[config.mk]
export PLATFORM = sky130hd
export DESIGN_NAME = if_fetch_stage
export DESIGN_NICKNAME = d
export VERILOG_FILES = /design/src/rtl/mips_pkg.sv /design/src/rtl/pc_next_sel.sv /design/src/rtl/if_fetch_stage.sv
export SDC_FILE = /design/constraint.sdc
export NUM_CORES = 1
export LEC_CHECK = 0
export CORE_UTILIZATION = 35
export DETAILED_ROUTE_END_ITERATION = 8
export PLACE_DENSITY = 0.74
export SETUP_SLACK_MARGIN = 0.4
export SLEW_MARGIN = 15
export SYNTH_ARGS = -nofsm -noshare
export SYNTH_HDL_FRONTEND = slang
export SYNTH_HIERARCHICAL = 1
export SYNTH_SLANG_ARGS = --single-unit
[constraint.sdc]
create_clock -name enable -period 1.65 [get_ports enable]
set_input_delay 0.33 -clock enable [delete_from_list [all_inputs] [get_ports enable]]
set_output_delay 0.33 -clock enable [all_outputs]
set_load 0.02 [all_outputs]
[src/rtl/mips_pkg.sv]
// rtl/mips_pkg.sv - shared MIPS-DLX pipeline constants, NOP word and fetch state encoding
// Purpose : definitions shared by the fetch and decode stages.
// Contents: PC_W, INSTR_W, HALT_OPCODE, NOP, fetch_state_t (RUN/HALTED).
package mips_pkg;

   localparam int          PC_W        = 10;
   localparam int          INSTR_W     = 32;
   localparam logic [5:0]  HALT_OPCODE = 6'b111111;
   localparam logic [INSTR_W-1:0] NOP  = '0;

   typedef enum logic [0:0] {
      ST_RUN    = 1'b0,
      ST_HALTED = 1'b1
   } fetch_state_t;

endpackage

[src/rtl/pc_next_sel.sv]
// rtl/pc_next_sel.sv - next-PC priority mux with step gating and HALT qualification
// Purpose : pick the next PC for the RUN state and flag PC movement / HALT entry.
// Ports   : pc, pc_plus_1       - current PC and its increment
//           branch_taken/target - highest-priority redirect
//           jump_sel/target     - second-priority redirect
//           pc_write            - 0 holds the PC (hazard stall)
//           step_mode, step     - debug gating; advance only on step when step_mode=1
//           opcode              - instr[31:26] of the word currently fetched
//           pc_next             - selected next PC
//           count_en            - PC redirected, advanced, or HALT entered
//           halt_hit            - qualified HALT fetched this cycle
module pc_next_sel
   import mips_pkg::*;
#(
   parameter int         PC_W        = mips_pkg::PC_W,
   parameter logic [5:0] HALT_OPCODE = mips_pkg::HALT_OPCODE
) (
   input  logic [PC_W-1:0] pc,
   input  logic [PC_W-1:0] pc_plus_1,
   input  logic            branch_taken,
   input  logic [PC_W-1:0] branch_target,
   input  logic            jump_sel,
   input  logic [PC_W-1:0] jump_target,
   input  logic            pc_write,
   input  logic            step_mode,
   input  logic            step,
   input  logic [5:0]      opcode,
   output logic [PC_W-1:0] pc_next,
   output logic            count_en,
   output logic            halt_hit
);

   logic adv;

   assign adv = !step_mode || step;

   always_comb begin
      pc_next  = pc;
      count_en = 1'b0;
      halt_hit = 1'b0;
      if (branch_taken) begin
         pc_next  = branch_target;
         count_en = 1'b1;
      end else if (jump_sel) begin
         pc_next  = jump_target;
         count_en = 1'b1;
      end else if (pc_write && adv) begin
         // A HALT only counts when it is on the committed path and not stalled.
         if (opcode == HALT_OPCODE) begin
            halt_hit = 1'b1;
            count_en = 1'b1;
         end else begin
            pc_next  = pc_plus_1;
            count_en = 1'b1;
         end
      end
   end

endmodule

[src/rtl/if_fetch_stage.sv]
// rtl/if_fetch_stage.sv - MIPS-DLX instruction fetch stage with HALT freeze and run-cycle counter
// Purpose : owns the PC, applies redirects/stalls/step gating, freezes on HALT.
// Ports   : enable        - pipeline clock (rising edge)
//           reset         - synchronous active-low reset
//           PC_write      - 0 holds the PC
//           branch_taken/branch_target, jump_sel/jump_target - redirects
//           step_mode, step - debug single-step gating
//           imem_addr/imem_data - asynchronous instruction memory port
//           instruc_out, PC_plus_1_out - to the IF/ID latch
//           halted        - fetch frozen after HALT
//           cycle_count   - cycles in which the PC moved or HALT was entered
module if_fetch_stage
   import mips_pkg::*;
#(
   parameter int         PC_W        = mips_pkg::PC_W,
   parameter int         INSTR_W     = mips_pkg::INSTR_W,
   parameter logic [5:0] HALT_OPCODE = mips_pkg::HALT_OPCODE,
   parameter int         CNT_W       = 32
) (
   input  logic               enable,
   input  logic               reset,
   input  logic               PC_write,
   input  logic               branch_taken,
   input  logic [PC_W-1:0]    branch_target,
   input  logic               jump_sel,
   input  logic [PC_W-1:0]    jump_target,
   input  logic               step_mode,
   input  logic               step,
   output logic [PC_W-1:0]    imem_addr,
   input  logic [INSTR_W-1:0] imem_data,
   output logic [INSTR_W-1:0] instruc_out,
   output logic [PC_W-1:0]    PC_plus_1_out,
   output logic               halted,
   output logic [CNT_W-1:0]   cycle_count
);

   fetch_state_t    state, state_next;
   logic [PC_W-1:0] pc;
   logic [PC_W-1:0] pc_plus_1;
   logic [PC_W-1:0] pc_next;
   logic            count_en;
   logic            halt_hit;

   assign pc_plus_1     = pc + PC_W'(1);
   assign imem_addr     = pc;
   assign PC_plus_1_out = pc_plus_1;
   assign halted        = (state == ST_HALTED);
   // The HALT word itself still leaves on its fetch cycle; NOPs follow.
   assign instruc_out   = (state == ST_RUN) ? imem_data : INSTR_W'(NOP);

   pc_next_sel #(
      .PC_W        (PC_W),
      .HALT_OPCODE (HALT_OPCODE)
   ) u_pc_next_sel (
      .pc            (pc),
      .pc_plus_1     (pc_plus_1),
      .branch_taken  (branch_taken),
      .branch_target (branch_target),
      .jump_sel      (jump_sel),
      .jump_target   (jump_target),
      .pc_write      (PC_write),
      .step_mode     (step_mode),
      .step          (step),
      .opcode        (imem_data[INSTR_W-1 -: 6]),
      .pc_next       (pc_next),
      .count_en      (count_en),
      .halt_hit      (halt_hit)
   );

   always_comb begin
      state_next = state;
      if (state == ST_RUN && halt_hit) begin
         state_next = ST_HALTED;
      end
   end

   always_ff @(posedge enable) begin
      if (!reset) begin
         state       <= ST_RUN;
         pc          <= '0;
         cycle_count <= '0;
      end else begin
         state <= state_next;
         if (state == ST_RUN) begin
            pc <= pc_next;
            if (count_en) begin
               cycle_count <= cycle_count + CNT_W'(1);
            end
         end
      end
   end

endmodule
# Yosys cells after proc, flatten, opt, wreduce, memory -nomap -nowiden
# Index checks and enable logic that the tools add are counted.
[totals] register_bits=43 in_bits=59 wordCells=27 out_inout_bits=85
[classes] n_bitwise=1 n_reduce_logical=7 eq_ne=2 mux=12 addsub=2
[op_table] operator="10-bit two-way mux" count=4
[op_table] operator="32-bit by 1-bit adder with 32-bit output, second input constant" count=1
[op_table] operator="32-bit two-way mux" count=1
[op_table] operator="10-bit by 1-bit adder with 10-bit output, second input constant" count=1
[op_table] operator="1-bit two-way mux" count=7
[op_table] operator="6-bit equality test, second input constant" count=1
[op_table] operator="3-bit inequality test, second input constant" count=1
[op_table] operator="3-bit AND reduction" count=1
[op_table] operator="3-bit nonzero test" count=1
[op_table] operator="1-bit logical AND" count=2
[op_table] operator="2-bit AND reduction" count=1
[op_table] operator="1-bit logical NOT" count=1
[op_table] operator="1-bit logical OR" count=1
[op_table] operator="1-bit NOT" count=1

# Longest topological paths before layout
[depth] ltp_word=7 mapped_depth=9 ltp_nobuf=8

# By module
# Netlist, hierarchy kept.
[by_module_without_submodules] module="if_fetch_stage" seq_area_each_um2=860.8 area_each_um2=2303.5 n_inst=1 cells_per_inst=265
[by_module_without_submodules] module="pc_next_sel" seq_area_each_um2=0.0 area_each_um2=316.6 n_inst=1 cells_per_inst=44

# Worst setup path after synthesis
# No wires, ideal clock.
[synth_path] path_type="flip-flop to flip-flop" start="reg pc[2], in the netlist imem_addr[2]" end="reg pc[8], in the netlist imem_addr[8]" stages_incl_launch_ff=9 period_less_slack_ns=1.990 setup_time_ns=0.065 path_buffers=0 t_required_ns=1.585 slack_ns=-0.340 t_arrival_ns=1.925 path_cell_list="dfxtp_1 -> and3_1 -> and3_1 -> nand3_1 -> xnor2_1 -> mux2i_1 -> o221ai_2 -> mux2i_1 -> nor2_1"
[synth_via] elab_chain_len=5
[synth_lines] item="from (decl)" line="if_fetch_stage.sv:38" rtl="logic [PC_W-1:0] pc;"
[synth_lines] item="from (signal assigned)" line="if_fetch_stage.sv:85" rtl="pc <= pc_next;"
[synth_lines] item="10-bit by 1-bit adder with 10-bit output" line="if_fetch_stage.sv:44" rtl="assign pc_plus_1 = pc + PC_W'(1);"
[synth_lines] item="named net PC_plus_1_out[8]" line="if_fetch_stage.sv:32" rtl="output logic [PC_W-1:0] PC_plus_1_out,"
[synth_lines] item="10-bit two-way mux" line="pc_next_sel.sv:49" rtl="if (opcode == HALT_OPCODE) begin"
[synth_lines] item="10-bit two-way mux" line="pc_next_sel.sv:47" rtl="end else if (pc_write && adv) begin"
[synth_lines] item="10-bit two-way mux" line="pc_next_sel.sv:44" rtl="end else if (jump_sel) begin"
[synth_lines] item="10-bit two-way mux" line="pc_next_sel.sv:41" rtl="if (branch_taken) begin"
[synth_lines] item="named net pc_next[8]" line="if_fetch_stage.sv:40" rtl="logic [PC_W-1:0] pc_next;"
# The timed path passes the listed nets, and every way through them passes these cells. The select of a mux whose other input is x is not followed.
# A chain may end at the register's enable or synchronous reset.

# Worst setup path after layout
[layout_path] start="reg cycle_count[0]" end="reg cycle_count[16]"
[layout_via] elab_chain_len=1
[layout_lines] item="from (decl)" line="if_fetch_stage.sv:34" rtl="output logic [CNT_W-1:0] cycle_count"
[layout_lines] item="from (signal assigned)" line="if_fetch_stage.sv:87" rtl="cycle_count <= cycle_count + CNT_W'(1);"
[layout_lines] item="32-bit by 1-bit adder with 32-bit output" line="if_fetch_stage.sv:87"
# Every way passes these cells.

==> qor.yml <==
clock_skew_ns: 0.0183
timing.rr.end: "cycle_count[16]"
final_cell_mix: "127 x buf_6, 49 x buf_4, 47 x clkdlybuf4s50_1, 32 x nor2b_4, 25 x nor2_1"
synth-adder-area-share_pct: 0.955
synth-simple-area-share_pct: 31.7
drive_gt1_share_pct: 68.9
cts_root_buf: "clkbuf_8"
wirelength_mm: 16.8
dieHeight_um: 88.5
cts_made_buffers: 5
finalHoldViolCount: 0
setup.worst_path.start_class: "flop"
syn_inst: 309
placed_cell_area_um2: 4810
crit_type: "flop to flop"
synth_nets: 370
timing.final.crit_share_pct: 119
ys.flop_type: "dfxtp_1"
critPathCaptureType: "flop"
viasPerCell: 5.98
ys_types: 39
r2r-start: "cycle_count[0]"
drtIter0Drc: 311
dp_slack_ns: -0.707
nets: 617
arrival_ns: 2.12
hold_path_depth: 2
max_stage_delay_ns: 0.59
async_reset_ff_share_pct: 0
coreArea_um2: 7250
final_util_pct: 87.9
crit_path_top_delay_cell: "o31ai_1"
reg2reg_depth: 6
grt_pass1_vias: 3734
path_max_fanout: 4
cts_buffer_depth: 2
holdCritStartpoint: "cycle_count[19]"
cts_tree: "built"
relSlewSlack_pct: 55.3
hpwl_mm: 6.59
antenna_found_initial: 0
synth_edf_count: 0
crit_chain: "ha_2 -> and3b_2 -> nand3_4 -> buf_6 -> o31ai_1 -> a21oi_2"
synth.avg_cell_area_um2: 8.48
clock_latency_ns: 0.31
rsz0062_at_grt: "true"
grt_max_degree: 42
min_period_ns: 1.96
drt-pass1-iter-count: 5
cp.required_ns: 1.82
synth_top_family_by_area: "simple AND/OR/NAND/NOR gates"
die_w_um: 88.5
outcome: "complete, but fails checks"
max_cap_viol_count: 0
path_clk_slew_ns: 0.10
peakVddDrop_uv: 495
portBuffers: 143
area_delta_synth_final_pct: 143
initial_core_util_pct: 36.1
gp_congestion: 0.810
setup_violations: 32
dieArea_um2: 7840
p_leak_nw: 2.77
worstMarginPinSlew_ns: 0.664
mostFrequentLayoutCell: "buf_6"
wl_per_cell_um: 25.7
n_fill_cell: 270
numClockSinks: 43
drtAntennaViolNets: 0
synth_xor_area_share_pct: 6.69
grt_pass1_wl_mm: 19.3
ys_ff_latch: 43
final_cell_area_um2: 6380
hold_class: "flop to flop"
maxSlewViolCount: 0
setup_ws_ns: -0.306
route.detailed.drc: 0
synth_compound_area_share_pct: 13.9
violations: "negative setup slack"
max_freq_mhz: 511
grtUsageTotal_pct: 32.8
num_io_pins: 144
vias: 3921
synthMuxAreaShare_pct: 8.40
rows: 31
yosysSeqAreaShare_pct: 32.9
worstHoldEndpoint: "cycle_count[19]"
antenna_cells: 0
yosysWarnings: 6
worst-r2r-setup-slack_ns: -0.31
htreeDepth: 2
p_per_area_nw_per_um2: 460
cts_hold_buf: 0
overflow: 0
synth_area_um2: 2620
==> flip-flops by register name (all words and copies together) (netlist names) <==
name         cells
halted           1
cycle_count     32
imem_addr       10
==> cells by family after synthesis <==
| group | Yosys count |
|---|---|
| buffers and inverters | 25 |
| AO/OA/AOI/OAI | 57 |
| AND/OR/NAND/NOR | 140 |
| flip-flops | 43 |
| adder cells (fa/ha/maj) | 2 |
| multiplexers | 22 |
| XOR/XNOR | 20 |
==> worst max path at each step <==
stage | start | end | slack, ns
2_1_floorplan | imem_addr[4] | imem_addr[9] | -0.01
3_3_place_gp | jump_sel | cycle_count[31] | -0.63
3_5_place_dp | jump_sel | cycle_count[29] | -0.71
4_1_cts | imem_addr[4] | PC_plus_1_out[9] | -0.16
5_1_grt | imem_addr[2] | PC_plus_1_out[9] | -0.29
6_report | cycle_count[0] | cycle_count[16] | -0.31
==> final cells by class <==
type	instances	area (um^2)	area share (%)
repair buffers	259	2710	42.4
inverters	4	17.5	0.275
multi-input cells	243	2460	38.6
clock inverters	3	38.8	0.608
clock buffers	5	68.8	1.08
flip-flops and latches	43	960	15.1
well taps	99	124	1.94
==> timing repair <==
item	in CTS	in global routing
resized for setup	638	94
pin swaps	74	50
endpoints found under the setup margin	128	113
setup buffers	44	15
cloned	5	0
==> worst max-delay path, delay by kind of cell, from the launching register on <==
| family | cells | cell delay, ns |
|---|---|---|
| simple gates | 2 | 0.38 |
| fa+ha+maj | 1 | 0.19 |
| compound gates | 2 | 0.74 |
| buf+inv | 1 | 0.15 |
| flops | 1 | 0.37 |
==> per-layer routing <==
layer  global-route usage, %  vias to the layer above  wire [um]
li1                        -                     1614          -
met1                    34.5                     1903       5890
met2                    61.6                      302       8290
met3                    5.78                      102       1460
met4                    18.3                        0       1190
met5                       0                        -          0
==> Yosys cell counts, types with 2 or more instances <==
master | n | area (um^2)
buf_6 | 5 | 56.3
nor2_1 | 25 | 93.8
buf_1 | 2 | 7.51
mux2i_1 | 22 | 220
o221ai_2 | 2 | 30.0
o21a_1 | 2 | 15.0
buf_4 | 3 | 22.5
o21ai_0 | 5 | 25.0
dfxtp_1 | 43 | 861
o31ai_1 | 13 | 97.6
nor4_1 | 2 | 12.5
nand3_2 | 2 | 20.0
xor2_1 | 10 | 87.6
and3_1 | 7 | 43.8
clkbuf_1 | 11 | 41.3
ha_1 | 2 | 25.0
nand2b_1 | 2 | 12.5
and2_1 | 3 | 18.8
inv_1 | 4 | 15.0
nand4_1 | 9 | 56.3
nor2b_1 | 34 | 213
a22oi_1 | 9 | 67.6
nand3_1 | 13 | 65.1
xnor2_1 | 10 | 87.6
nand2_1 | 14 | 52.6
or4_1 | 13 | 97.6
a21oi_1 | 17 | 85.1
or3_1 | 4 | 25.0
and4_1 | 3 | 26.3
o21ai_1 | 9 | 45.0
==> per-stage QoR <==
step	hold slack [ns]	TNS, ns	power [mW]	std cells
floorplan	0.448	-0.0634	1.44	309
global placement	0.459	-25.53	1.83	584
detailed placement	0.486	-27.90	1.84	584
CTS	0.490	-0.726	2.76	641
global route	0.526	-4.10	3.01	656
finish	0.514	-2.86	2.93	656
==> power by group <==
group / total, mW / internal (mW) / leakage (nW) / switching (mW)
Clock: 0.851 / 0.444 / 0.0556 / 0.407
Combinational: 1.00 / 0.545 / 2.34 / 0.459
Sequential: 1.08 / 1.04 / 0.374 / 0.0338
Total: 2.93 / 2.03 / 2.77 / 0.899
No activity file was read; power rests on OpenSTA's default activity.
